<file path="src/rtl/gearbox_fifo.sv">
// Width-converting FIFO: each write pushes RATIO narrow words, each read pops one.
// First-word-fall-through head, registered status flags, sticky error flags, synchronous flush.
module gearbox_fifo #(
  parameter int DATA_WIDTH  = 8,
  parameter int ADDR_WIDTH  = 4,
  parameter int RATIO       = 2,
  parameter int AFULL_LEVEL = 12
) (
  input  logic                        clk,
  input  logic                        reset_n,
  input  logic                        clr,
  input  logic                        wr,
  input  logic [RATIO*DATA_WIDTH-1:0] w_data,
  input  logic                        rd,
  output logic [DATA_WIDTH-1:0]       r_data,
  output logic                        empty,
  output logic                        full,
  output logic                        almost_full,
  output logic [ADDR_WIDTH:0]         count,
  output logic                        overflow,
  output logic                        underflow
);

  localparam int PW    = ADDR_WIDTH + 1;
  localparam int DEPTH = 2 ** ADDR_WIDTH;

  localparam logic [PW-1:0] RATIO_P  = PW'(RATIO);
  localparam logic [PW-1:0] FULL_TH  = PW'(DEPTH - RATIO);
  localparam logic [PW-1:0] AFULL_TH = PW'(AFULL_LEVEL);

  typedef enum logic [1:0] {
    S_EMPTY  = 2'd0,
    S_ACTIVE = 2'd1,
    S_FULL   = 2'd2
  } state_e;

  state_e                state_q, state_d;
  logic [PW-1:0]         wr_ptr_q, wr_ptr_d;
  logic [PW-1:0]         rd_ptr_q, rd_ptr_d;
  logic                  afull_q, afull_d;
  logic                  ovf_q, ovf_d;
  logic                  udf_q, udf_d;
  logic [PW-1:0]         next_count;
  logic                  wr_ok, rd_ok, mem_we;
  logic [DATA_WIDTH-1:0] mem [DEPTH];

  assign empty       = (state_q == S_EMPTY);
  assign full        = (state_q == S_FULL);
  assign almost_full = afull_q;
  assign overflow    = ovf_q;
  assign underflow   = udf_q;
  assign count       = wr_ptr_q - rd_ptr_q;
  assign r_data      = empty ? '0 : mem[rd_ptr_q[ADDR_WIDTH-1:0]];

  assign wr_ok  = wr & ~full;
  assign rd_ok  = rd & ~empty;
  assign mem_we = wr_ok & ~clr;

  always_comb begin
    wr_ptr_d = wr_ptr_q;
    rd_ptr_d = rd_ptr_q;
    ovf_d    = ovf_q;
    udf_d    = udf_q;
    state_d  = state_q;
    if (clr) begin
      wr_ptr_d = '0;
      rd_ptr_d = '0;
      ovf_d    = 1'b0;
      udf_d    = 1'b0;
    end else begin
      if (wr_ok)   wr_ptr_d = wr_ptr_q + RATIO_P;
      else if (wr) ovf_d    = 1'b1;
      if (rd_ok)   rd_ptr_d = rd_ptr_q + 1'b1;
      else if (rd) udf_d    = 1'b1;
    end
    // Modulo subtraction on the extra-bit pointers yields 0..DEPTH directly
    next_count = wr_ptr_d - rd_ptr_d;
    if (next_count == '0)          state_d = S_EMPTY;
    else if (next_count > FULL_TH) state_d = S_FULL;
    else                           state_d = S_ACTIVE;
    afull_d = (next_count >= AFULL_TH);
  end

  always_ff @(posedge clk or negedge reset_n) begin
    if (!reset_n) begin
      state_q  <= S_EMPTY;
      wr_ptr_q <= '0;
      rd_ptr_q <= '0;
      afull_q  <= 1'b0;
      ovf_q    <= 1'b0;
      udf_q    <= 1'b0;
    end else begin
      state_q  <= state_d;
      wr_ptr_q <= wr_ptr_d;
      rd_ptr_q <= rd_ptr_d;
      afull_q  <= afull_d;
      ovf_q    <= ovf_d;
      udf_q    <= udf_d;
    end
  end

  // Storage is deliberately left out of reset; the head is masked while empty
  always_ff @(posedge clk) begin
    if (mem_we) begin
      for (int i = 0; i < RATIO; i++) begin
        mem[wr_ptr_q[ADDR_WIDTH-1:0] + ADDR_WIDTH'(i)] <= w_data[i*DATA_WIDTH +: DATA_WIDTH];
      end
    end
  end

endmodule

</file>
<file path="config.mk">
export PLATFORM = sky130hd
export DESIGN_NAME = gearbox_fifo
export DESIGN_NICKNAME = d
export VERILOG_FILES = /design/src/rtl/gearbox_fifo.sv
export SDC_FILE = /design/constraint.sdc
export NUM_CORES = 1
export LEC_CHECK = 0
export ABC_CLOCK_PERIOD_IN_PS = 4600
export CAP_MARGIN = 0
export CORE_ASPECT_RATIO = 1.5
export CORE_MARGIN = 1.5
export CORE_UTILIZATION = 52
export DETAILED_ROUTE_END_ITERATION = 10
export PLACE_DENSITY_LB_ADDON = 0.05
export SYNTH_ARGS = -nofsm -noshare
export SYNTH_HDL_FRONTEND = slang
export SYNTH_SLANG_ARGS = --single-unit
</file>
<file path="constraint.sdc">
create_clock -name clk -period 4.6 [get_ports clk]
set_input_delay 0.92 -clock clk [delete_from_list [all_inputs] [get_ports clk]]
set_output_delay 0.92 -clock clk [all_outputs]
set_load 0.005 [all_outputs]
</file>
==> impl_metrics.py, run 1 <==
metrics = {
    "clock_network": {
        "cts.sinks": 143,
        "path_clk_slew_ns": 0.06,
        "insertion_delay_ns": 0.42,
        "hold_buffers": 0,
        "clk_path_buf_depth": 2,
        "cts-root-buf": "clkbuf_16",
        "numCtsBuffers": 17,
        "cts_resized": 0,
        "cts_setup_buffers": 0,
        "htree_levels": 4,
        "cts_tree": "done",
    },
    "routing": {
        "avgRoutedWirePerCell_um": 27.03,
        "avgViaCountPerCell": 6.231,
        "vias": 4667,
        "drc_errors": 0,
        "drtAntennaViolNets": 0,
        "wl_mm": 20.25,
        "drt_pre_antenna_iters": 5,
        "drt_first_iter_violations": 237,
    },
    "grt": {
        "met3_usage_pct": 5.944,
        "grtUsageTotal_pct": 27.83,
        "grt_pass1_vias": 4901,
        "grt_max_degree": 38,
        "grt_use_met2_pct": 46.24,
        "antenna_found_initial": 1,
        "grt_pass1_wl_mm": 30.63,
        "grt-ovfl-total": 0,
        "use_met1_pct": 34.91,
        "top_usage_layer": "met2",
    },
    "status": {
        "outcome": "completed",
    },
    "die": {
        "rows": 54,
        "die_h_um": 153.2,
        "initial_core_util_pct": 53.58,
        "pin_count": 39,
        "coreArea_um2": 14590,
        "dieArea_um2": 15800,
        "fp.dieW_um": 103.1,
    },
    "timing": {
        "slew_viol_final": 0,
        "finClkSkew_ns": 0.009992,
        "hold_slack_ns": 0.5003,
        "setup_viol": 0,
        "tns_ns": 0,
        "tightestPinTransition_ns": 0.9991,
        "fin_crit_sh_pct": 83.35,
        "slew-limit-headroom_pct": 32.88,
        "max_clock_freq_mhz": 260.8,
        "min_period_ns": 3.834,
        "rsz0062_at_grt": "false",
        "report.final.hold_viol_count": 0,
    },
    "synthesis": {
        "yosysSeqAreaShare_pct": 53.95,
        "synthTopCellsByArea": "edfxtp_1 49%, mux2_2 18%, mux4_2 12%",
        "synthFlopType": "edfxtp_1",
        "yosys.area.top_type_share_pct": 49.15,
        "async_reset_ff_share_pct": 10.49,
        "synth_nets": 541,
        "syn_area_um2": 7820,
        "synth_edf_count": 128,
        "yosysUniqueCellTypes": 42,
        "synth-seq-cells": 143,
        "netlist_instances": 509,
        "synth_warnings": 0,
        "syn_avg_cell_area_um2": 15.36,
        "yosys.area.top_type": "edfxtp_1",
    },
    "min_path": {
        "hp-class": "reg -> reg",
    },
    "power_and_ir_drop": {
        "peakVddDrop_mv": 0.3327,
        "p_leak_uw": 0.003005,
        "powerDensity_nw_per_um2": 416.6,
    },
    "critical_path": {
        "slowest_delay_ns": 0.77,
        "path_cells": "inv_1 > fa_1 > inv_1 > a21o_1 > a21oi_1 > xor2_1 > clkdlybuf4s50_1",
        "start_kind": "flip-flop",
        "worstPathMaxFanout": 17,
        "critical_path.n_buffers_inverters": 3,
        "path_class": "reg -> out",
        "required_ns": 3.68,
        "crit_arrival_ns": 2.91,
        "crit_top_cell": "inv_1",
        "crit_path_top_delay_cell": "dfrtp_1",
        "cp_top_family": "buffers and inverters",
        "end_kind": "primary output",
    },
    "finish": {
        "n_fill_cell": 1154,
        "drive_gt1_share_pct": 41.95,
        "diodes": 0,
        "final_common_cell": "edfxtp_1",
        "final_cell_mix": "128 x edfxtp_1, 127 x mux2_2, 40 x mux4_2, 38 x clkdlybuf4s50_1, 21 x nor2_1",
        "area_growth_syn_to_layout_pct": 14.24,
        "multiInputGateArea_um2": 3395,
        "ff_latch_area_um2": 4220,
        "nets": 574,
        "post-route-util_pct": 61.21,
        "design_area_um2": 8934,
        "instances_no_fill": 749,
    },
    "placement": {
        "place_hpwl_mm": 14.00,
        "gp_congestion": 0.9243,
        "placed_cells": 719,
        "place_area_um2": 8407,
        "portBuffers": 38,
    },
    "job": {
        "cap_violations": 0,
    },
}
[power by group]
part	switching (uW)	internal, uW	leakage, uW
combinational	440	497	0.00140
clock	523	730	0.000253
sequential	52.6	1480	0.00136
[area by class of cell]
type                       count  area share (%)
multi-input combinational    314           38.00
sequential                   143           47.24
clock buffer                  18           4.804
clock inverter                12           1.092
timing repair buffer          51           5.490
tap                          196           2.745
inverter                      15          0.6303
[worst paths after layout]
check	cells past startpoint	startpoint	to	slack, ns
max	7	wr_ptr_q[1]	count[4]	0.77
min	2	underflow	underflow	0.50
max reg2reg	3	wr_ptr_q[1]	mem[15][4]	1.64
min reg2reg	2	underflow	underflow	0.50
max in group asynchronous	1	reset_n	rd_ptr_q[0]	3.20
min in group asynchronous	1	reset_n	state_q[1]	0.92
[cells in the mapped netlist (all sizes together), types with 10 or more instances]
| library cell | number |
|---|---|
| inv | 15 |
| nand2 | 18 |
| buf | 10 |
| edfxtp | 128 |
| xnor2 | 10 |
| nor2b | 11 |
| nor2 | 22 |
| mux2 | 129 |
| mux4 | 40 |
| dfrtp | 15 |
| nand2b | 14 |
| clkbuf | 27 |
[cell families after synthesis]
| logic type | share of synthesized area (%) |
|---|---|
| compound gates | 2.144 |
| mux | 30.35 |
| fa+ha+maj | 1.952 |
| buf+inv | 2.640 |
| simple gates | 6.992 |
| xor+xnor | 1.968 |
| flops | 53.95 |
[routing by layer]
| metal | vias to the layer above | wire (um) |
|---|---|---|
| li1 | 2027 | - |
| met1 | 2407 | 7846 |
| met2 | 177 | 10550 |
| met3 | 54 | 1098 |
| met4 | 2 | 740 |
| met5 | - | 13 |
[tightest hold or removal path, delay by kind of cell (launching register included)]
kind            cells  cell delay (ns)
flops               1             0.34
simple gates        1             0.08
compound gates      1             0.04
[sequential cells by signal, summed over array words and instances (netlist names)]
signal,cells
mem,128
wr_ptr_q,5
underflow,1
almost_full,1
overflow,1
state_q,2
rd_ptr_q,5
[metrics by stage]
step           setup slack (ns)  power [uW]
4_1_cts                  0.7374        3748
6_report                 0.7658        3722
5_1_grt                  0.5585        3877
2_1_floorplan             1.571        2111
3_5_place_dp             0.7362        2500
3_3_place_gp             0.7965        2492
Note: power is estimated with default switching activity, not from simulation.
==> run 2: changes to the inputs <==
- ABC_CLOCK_PERIOD_IN_PS: 4600 -> 3800
- clock period: 4.6 -> 3.8 ns (I/O delays scaled with it)
==> run 2 against run 1 <==
  * Core utilization grew 2.0 points
  * Sequential power rose by 20%
  * Hold slack hardly changed
  * Non-clock buffer count up 29
  * Combinational power is 23% higher
  * Die area unchanged
  * Register-to-register slack worse by 0.69 ns
  * Sequential cell count unchanged
  * Clock-buffer cell count up 4
  * Final cell count is 4.1% higher
  * Routed wire length decreased by 0.76%
==> impl_metrics.py, run 2 (synthesis gave the netlist of run 1 again) <==
metrics = {
    "status": {
        "outcome": "completed",
    },
    "critical_path": {
        "start_kind": "flip-flop",
        "worstPathMaxFanout": 36,
        "crit_arrival_ns": 2.89,
        "r2r-end": "state_q[0]",
        "rr_worst_depth": 10,
        "worstReg2RegStart": "state_q[1]",
        "reg2reg_setup_slack_ns": 0.95,
        "path_class": "reg -> out",
        "required_ns": 3.04,
        "end_kind": "primary output",
    },
    "grt": {
        "grt_pass1_wl_mm": 29.90,
        "grt_pass1_vias": 4946,
        "antenna_found_initial": 0,
        "grt_max_degree": 38,
        "grt-ovfl-total": 0,
        "grtUsageTotal_pct": 27.34,
    },
    "timing": {
        "setup_viol": 0,
        "max_clock_freq_mhz": 273.9,
        "rsz0062_at_grt": "false",
        "report.final.hold_viol_count": 0,
        "slew_viol_final": 0,
        "hold_slack_ns": 0.5001,
        "slew-limit-headroom_pct": 46.50,
        "finClkSkew_ns": 0.006632,
        "fin_crit_sh_pct": 96.07,
        "tns_ns": 0,
        "min_period_ns": 3.651,
        "tightestPinTransition_ns": 0.7996,
    },
    "routing": {
        "drt_first_iter_violations": 335,
        "vias": 4699,
        "drt_pre_antenna_iters": 4,
        "avgViaCountPerCell": 6.024,
        "drc_errors": 0,
        "avgRoutedWirePerCell_um": 25.76,
        "wl_mm": 20.09,
        "drtAntennaViolNets": 0,
    },
    "die": {
        "initial_core_util_pct": 53.58,
        "fp.dieW_um": 103.1,
        "dieArea_um2": 15800,
        "pin_count": 39,
        "die_h_um": 153.2,
        "coreArea_um2": 14590,
        "rows": 54,
    },
    "clock_network": {
        "clk_path_buf_depth": 2,
        "cts_setup_buffers": 0,
        "cts-root-buf": "clkbuf_16",
        "hold_buffers": 0,
        "htree_levels": 4,
        "path_clk_slew_ns": 0.06,
        "cts.sinks": 143,
        "cts_tree": "done",
        "cts_resized": 0,
        "numCtsBuffers": 17,
        "insertion_delay_ns": 0.42,
    },
    "finish": {
        "nets": 603,
        "final_common_cell": "edfxtp_1",
        "n_fill_cell": 1134,
        "drive_gt1_share_pct": 45.38,
        "final_cell_mix": "128 x edfxtp_1, 127 x mux2_2, 40 x mux4_2, 40 x buf_4, 38 x clkdlybuf4s50_1",
        "area_growth_syn_to_layout_pct": 18.02,
        "design_area_um2": 9229,
        "diodes": 0,
        "largest_reg_flops": 128,
    },
    "power_and_ir_drop": {
        "powerDensity_nw_per_um2": 500.4,
        "p_leak_uw": 0.003197,
        "power_switching_share_pct": 26.83,
        "internal-power_uw": 3379,
        "switchingPower_uw": 1239,
        "combPwrFrac_pct": 25.0,
        "pwr-share-clk_pct": 35.4,
        "peakVddDrop_mv": 0.3965,
        "seqPwrFrac_pct": 39.6,
        "total_power_uw": 4618,
    },
    "job": {
        "cap_violations": 0,
    },
    "min_path": {
        "hp-class": "reg -> reg",
        "hold_depth": 2,
        "hold_path_startpoint": "overflow",
        "holdPathEnd": "overflow",
    },
    "placement": {
        "portBuffers": 38,
        "place_hpwl_mm": 13.87,
        "gp_congestion": 0.8396,
        "place_area_um2": 8637,
    },
}
## run 2: cell count changes in the layout (fill, tap and decap cells not counted), sizes merged
cell,change
clkbuf,+4
clkinvlp,-1
bufinv,-1
buf,+29
## run 2: critical path, cell delays in order (launching register included)
cell	delay (ns)
dfrtp_2	0.37
buf_12	0.26
mux4_2	0.59
mux4_2	0.48
nor2b_1	0.18
clkdlybuf4s50_1	0.51
## run 2: per-stage QoR
step | utilization (%) | std cells | setup WS [ns]
after CTS | 63.24 | 780 | 0.1263
after global routing | 63.24 | 780 | 0.04891
after global placement | 59.18 | 748 | 0.5039
after detailed placement | 59.18 | 748 | 0.4403
final | 63.24 | 780 | 0.1495
after floorplan | - | 509 | 0.9307
## run 2: power groups by stage
stage / clock, uW / sequential (uW) / combinational, uW
6_report: 1640 / 1830 / 1150
5_1_grt: 1720 / 1840 / 1260
4_1_cts: 1650 / 1830 / 1170
3_5_place_dp: 0 / 1860 / 1160
3_3_place_gp: 0 / 1860 / 1140
2_1_floorplan: 0 / 1850 / 708
## run 2: worst max-delay path by stage
stage,end,depth (start not counted),start,slack [ns]
2_1_floorplan,r_data[0],5,rd_ptr_q[0],0.93
3_3_place_gp,state_q[0],11,wr,0.50
3_5_place_dp,state_q[0],10,rd,0.44
4_1_cts,r_data[3],5,rd_ptr_q[0],0.13
5_1_grt,r_data[3],5,rd_ptr_q[0],0.05
6_report,r_data[3],5,rd_ptr_q[0],0.15
## run 2: final cells by class
cell class                      instances  area [um2]  area share, %
Sequential cell                       143        4220          45.73
Inverter                               15       56.30         0.6101
Clock buffer                           22       518.0          5.613
Multi-Input combinational cell        314        3395          36.78
Timing Repair Buffer                   80       720.7          7.809
Tap cell                              196       245.2          2.657
Clock inverter                         10       73.82         0.7999
## run 2: layer usage
metal	track usage, %	share of wire, %	vias up
li1	-	-	2091
met1	32.78	38	2426
met2	47.02	55	148
met3	5.350	4.8	34
met4	11.97	3.1	0
met5	0	0	-
==> run 3: changes to the inputs <==
--- a/config.mk
+++ b/config.mk
@@ -10,3 +10,3 @@
 export CORE_ASPECT_RATIO = 1.5
-export CORE_MARGIN = 1.5
+export CORE_MARGIN = 5
 export CORE_UTILIZATION = 52
@@ -14,2 +14,3 @@
 export PLACE_DENSITY_LB_ADDON = 0.05
+export SLEW_MARGIN = 20
 export SYNTH_ARGS = -nofsm -noshare
==> constraint.sdc (replaced) <==
create_clock -name clk -period 3.8 [get_ports clk]
set_input_delay 0.38 -clock clk [delete_from_list [all_inputs] [get_ports clk]]
set_output_delay 0.38 -clock clk [all_outputs]
set_load 0.005 [all_outputs]
==> run 3 against run 2 <==
  * Combinational power hardly changed
  * Clock power hardly changed
  * Non-clock buffer count is 24 lower
  * Sequential share of layout area is 1.1 points higher
  * Hold slack worse by 0.13 ns
  * Cell area is 2.3% lower
  * Clock skew is 0.0057 ns higher
  * Global-route usage is 2.2 points lower
  * First-iteration DRC count is 18% higher
  * Clock-buffer cell count is 2 lower
  * Sequential power hardly changed
  * Critical endpoint unchanged
==> impl_metrics.py, run 3 (synthesis gave the netlist of run 1 again) <==
metrics = {
    "routing": {
        "wl_mm": 20.73,
        "drc_errors": 0,
        "avgViaCountPerCell": 6.175,
        "drtAntennaViolNets": 0,
        "drt_pre_antenna_iters": 4,
        "vias": 4687,
        "avgRoutedWirePerCell_um": 27.32,
        "drt_first_iter_violations": 395,
    },
    "timing": {
        "min_period_ns": 3.418,
        "setup_ws_ns": 0.3822,
        "slew_viol_final": 0,
        "max_clock_freq_mhz": 292.6,
        "fin_crit_sh_pct": 89.94,
        "tightestPinTransition_ns": 1.007,
        "tns_ns": 0,
        "slew-limit-headroom_pct": 32.61,
        "setup_viol": 0,
        "report.final.hold_viol_count": 0,
        "finClkSkew_ns": 0.01232,
        "rsz0062_at_grt": "false",
    },
    "critical_path": {
        "worstPathMaxFanout": 20,
        "reg2reg_setup_slack_ns": 0.80,
        "r2r-end": "state_q[0]",
        "required_ns": 3.42,
        "crit_arrival_ns": 3.04,
        "end_kind": "primary output",
        "worstReg2RegStart": "wr_ptr_q[1]",
        "start_kind": "flip-flop",
        "path_class": "reg -> out",
        "rr_worst_depth": 10,
    },
    "grt": {
        "grtUsageTotal_pct": 25.16,
        "grt_pass1_wl_mm": 31.37,
        "use_met1_pct": 31.13,
        "top_usage_layer": "met2",
        "grt_pass1_vias": 5075,
        "grt_use_met2_pct": 43.51,
        "grt_max_degree": 21,
        "grt-ovfl-total": 0,
        "antenna_found_initial": 0,
        "met3_usage_pct": 3.478,
    },
    "clock_network": {
        "cts_tree": "done",
        "cts_resized": 0,
        "path_clk_slew_ns": 0.07,
        "clk_path_buf_depth": 2,
        "cts-root-buf": "clkbuf_16",
        "hold_buffers": 0,
        "cts_setup_buffers": 0,
        "cts.sinks": 143,
        "htree_levels": 4,
        "insertion_delay_ns": 0.42,
        "numCtsBuffers": 17,
    },
    "placement": {
        "gp_congestion": 0.9023,
        "portBuffers": 38,
        "dp_slack_ns": 0.5232,
        "place_hpwl_mm": 14.53,
    },
    "die": {
        "rows": 55,
        "coreArea_um2": 14930,
        "die_h_um": 160.2,
        "initial_core_util_pct": 52.37,
        "pin_count": 39,
        "fp.dieW_um": 110.1,
        "dieArea_um2": 17640,
    },
    "power_and_ir_drop": {
        "peakVddDrop_mv": 0.3323,
        "p_leak_uw": 0.003048,
        "powerDensity_nw_per_um2": 511.6,
    },
    "finish": {
        "nets": 579,
        "largest_reg_flops": 128,
        "n_fill_cell": 1168,
        "final_cell_mix": "128 x edfxtp_1, 127 x mux2_2, 40 x mux4_2, 38 x clkdlybuf4s50_1, 21 x nor2_1",
        "ff_latch_area_um2": 4220,
        "multiInputGateArea_um2": 3395,
        "area_growth_syn_to_layout_pct": 15.33,
        "drive_gt1_share_pct": 42.86,
        "post-route-util_pct": 60.39,
        "final_common_cell": "edfxtp_1",
        "diodes": 0,
    },
    "min_path": {
        "hp-class": "in -> async",
    },
    "job": {
        "cap_violations": 0,
    },
    "status": {
        "outcome": "completed",
    },
}
[run 3: cell count changes in the layout (fill, tap and decap cells not counted)]
cell | before | now
clkinvlp_4 | 2 | 3
inv_6 | 1 | 3
clkbuf_16 | 20 | 17
buf_4 | 40 | 16
clkinv_4 | 4 | 2
clkbuf_1 | 1 | 2
bufinv_16 | 0 | 1
[run 3: final cells by class]
class	count	share of cell area, %
clock inverters	12	1.235
inverters	15	0.6243
flip-flops and latches	143	46.80
multi-input cells	314	37.64
clock buffers	20	4.953
repair buffers	56	5.993
well taps	199	2.761
[run 3: report_power, final]
group	switching, uW	internal [uW]
Combinational	527	619
Sequential	75.5	1790
Clock	683	922
Total	1280	3330
[run 3: metal layers]
| metal | share of wire [%] | vias up |
|---|---|---|
| met5 | 0 | - |
| met4 | 3.7 | 0 |
| met1 | 38 | 2437 |
| li1 | - | 2045 |
| met3 | 3.9 | 49 |
| met2 | 54 | 156 |
[run 3: worst max path at each step]
stage,from,end,slack (ns),depth (start not counted)
after global placement,wr,mem[2][7],0.57,7
after CTS,rd_ptr_q[0],r_data[3],0.33,5
after floorplan,rd_ptr_q[0],state_q[0],1.0,11
final,rd_ptr_q[0],r_data[3],0.38,5
after detailed placement,wr,mem[2][5],0.52,7
after global routing,rd_ptr_q[0],r_data[3],0.26,5
[run 3: through the flow]
stage,hold slack [ns],power (uW),std cells,area [um2]
2_1_floorplan,0.08441,2555,509,7820
3_3_place_gp,0.4779,3032,727,8461
3_5_place_dp,0.4817,3052,727,8461
4_1_cts,0.3896,4647,759,9019
5_1_grt,0.4143,4809,759,9019
6_report,0.3743,4614,759,9019
[run 3: worst max-delay path, cell delays in order, from the launching register on]
cell and delay (ns):
dfrtp_2 0.62, buf_12 0.26, mux4_2 0.58, mux4_2 0.51
nor2b_1 0.15, clkdlybuf4s50_1 0.48
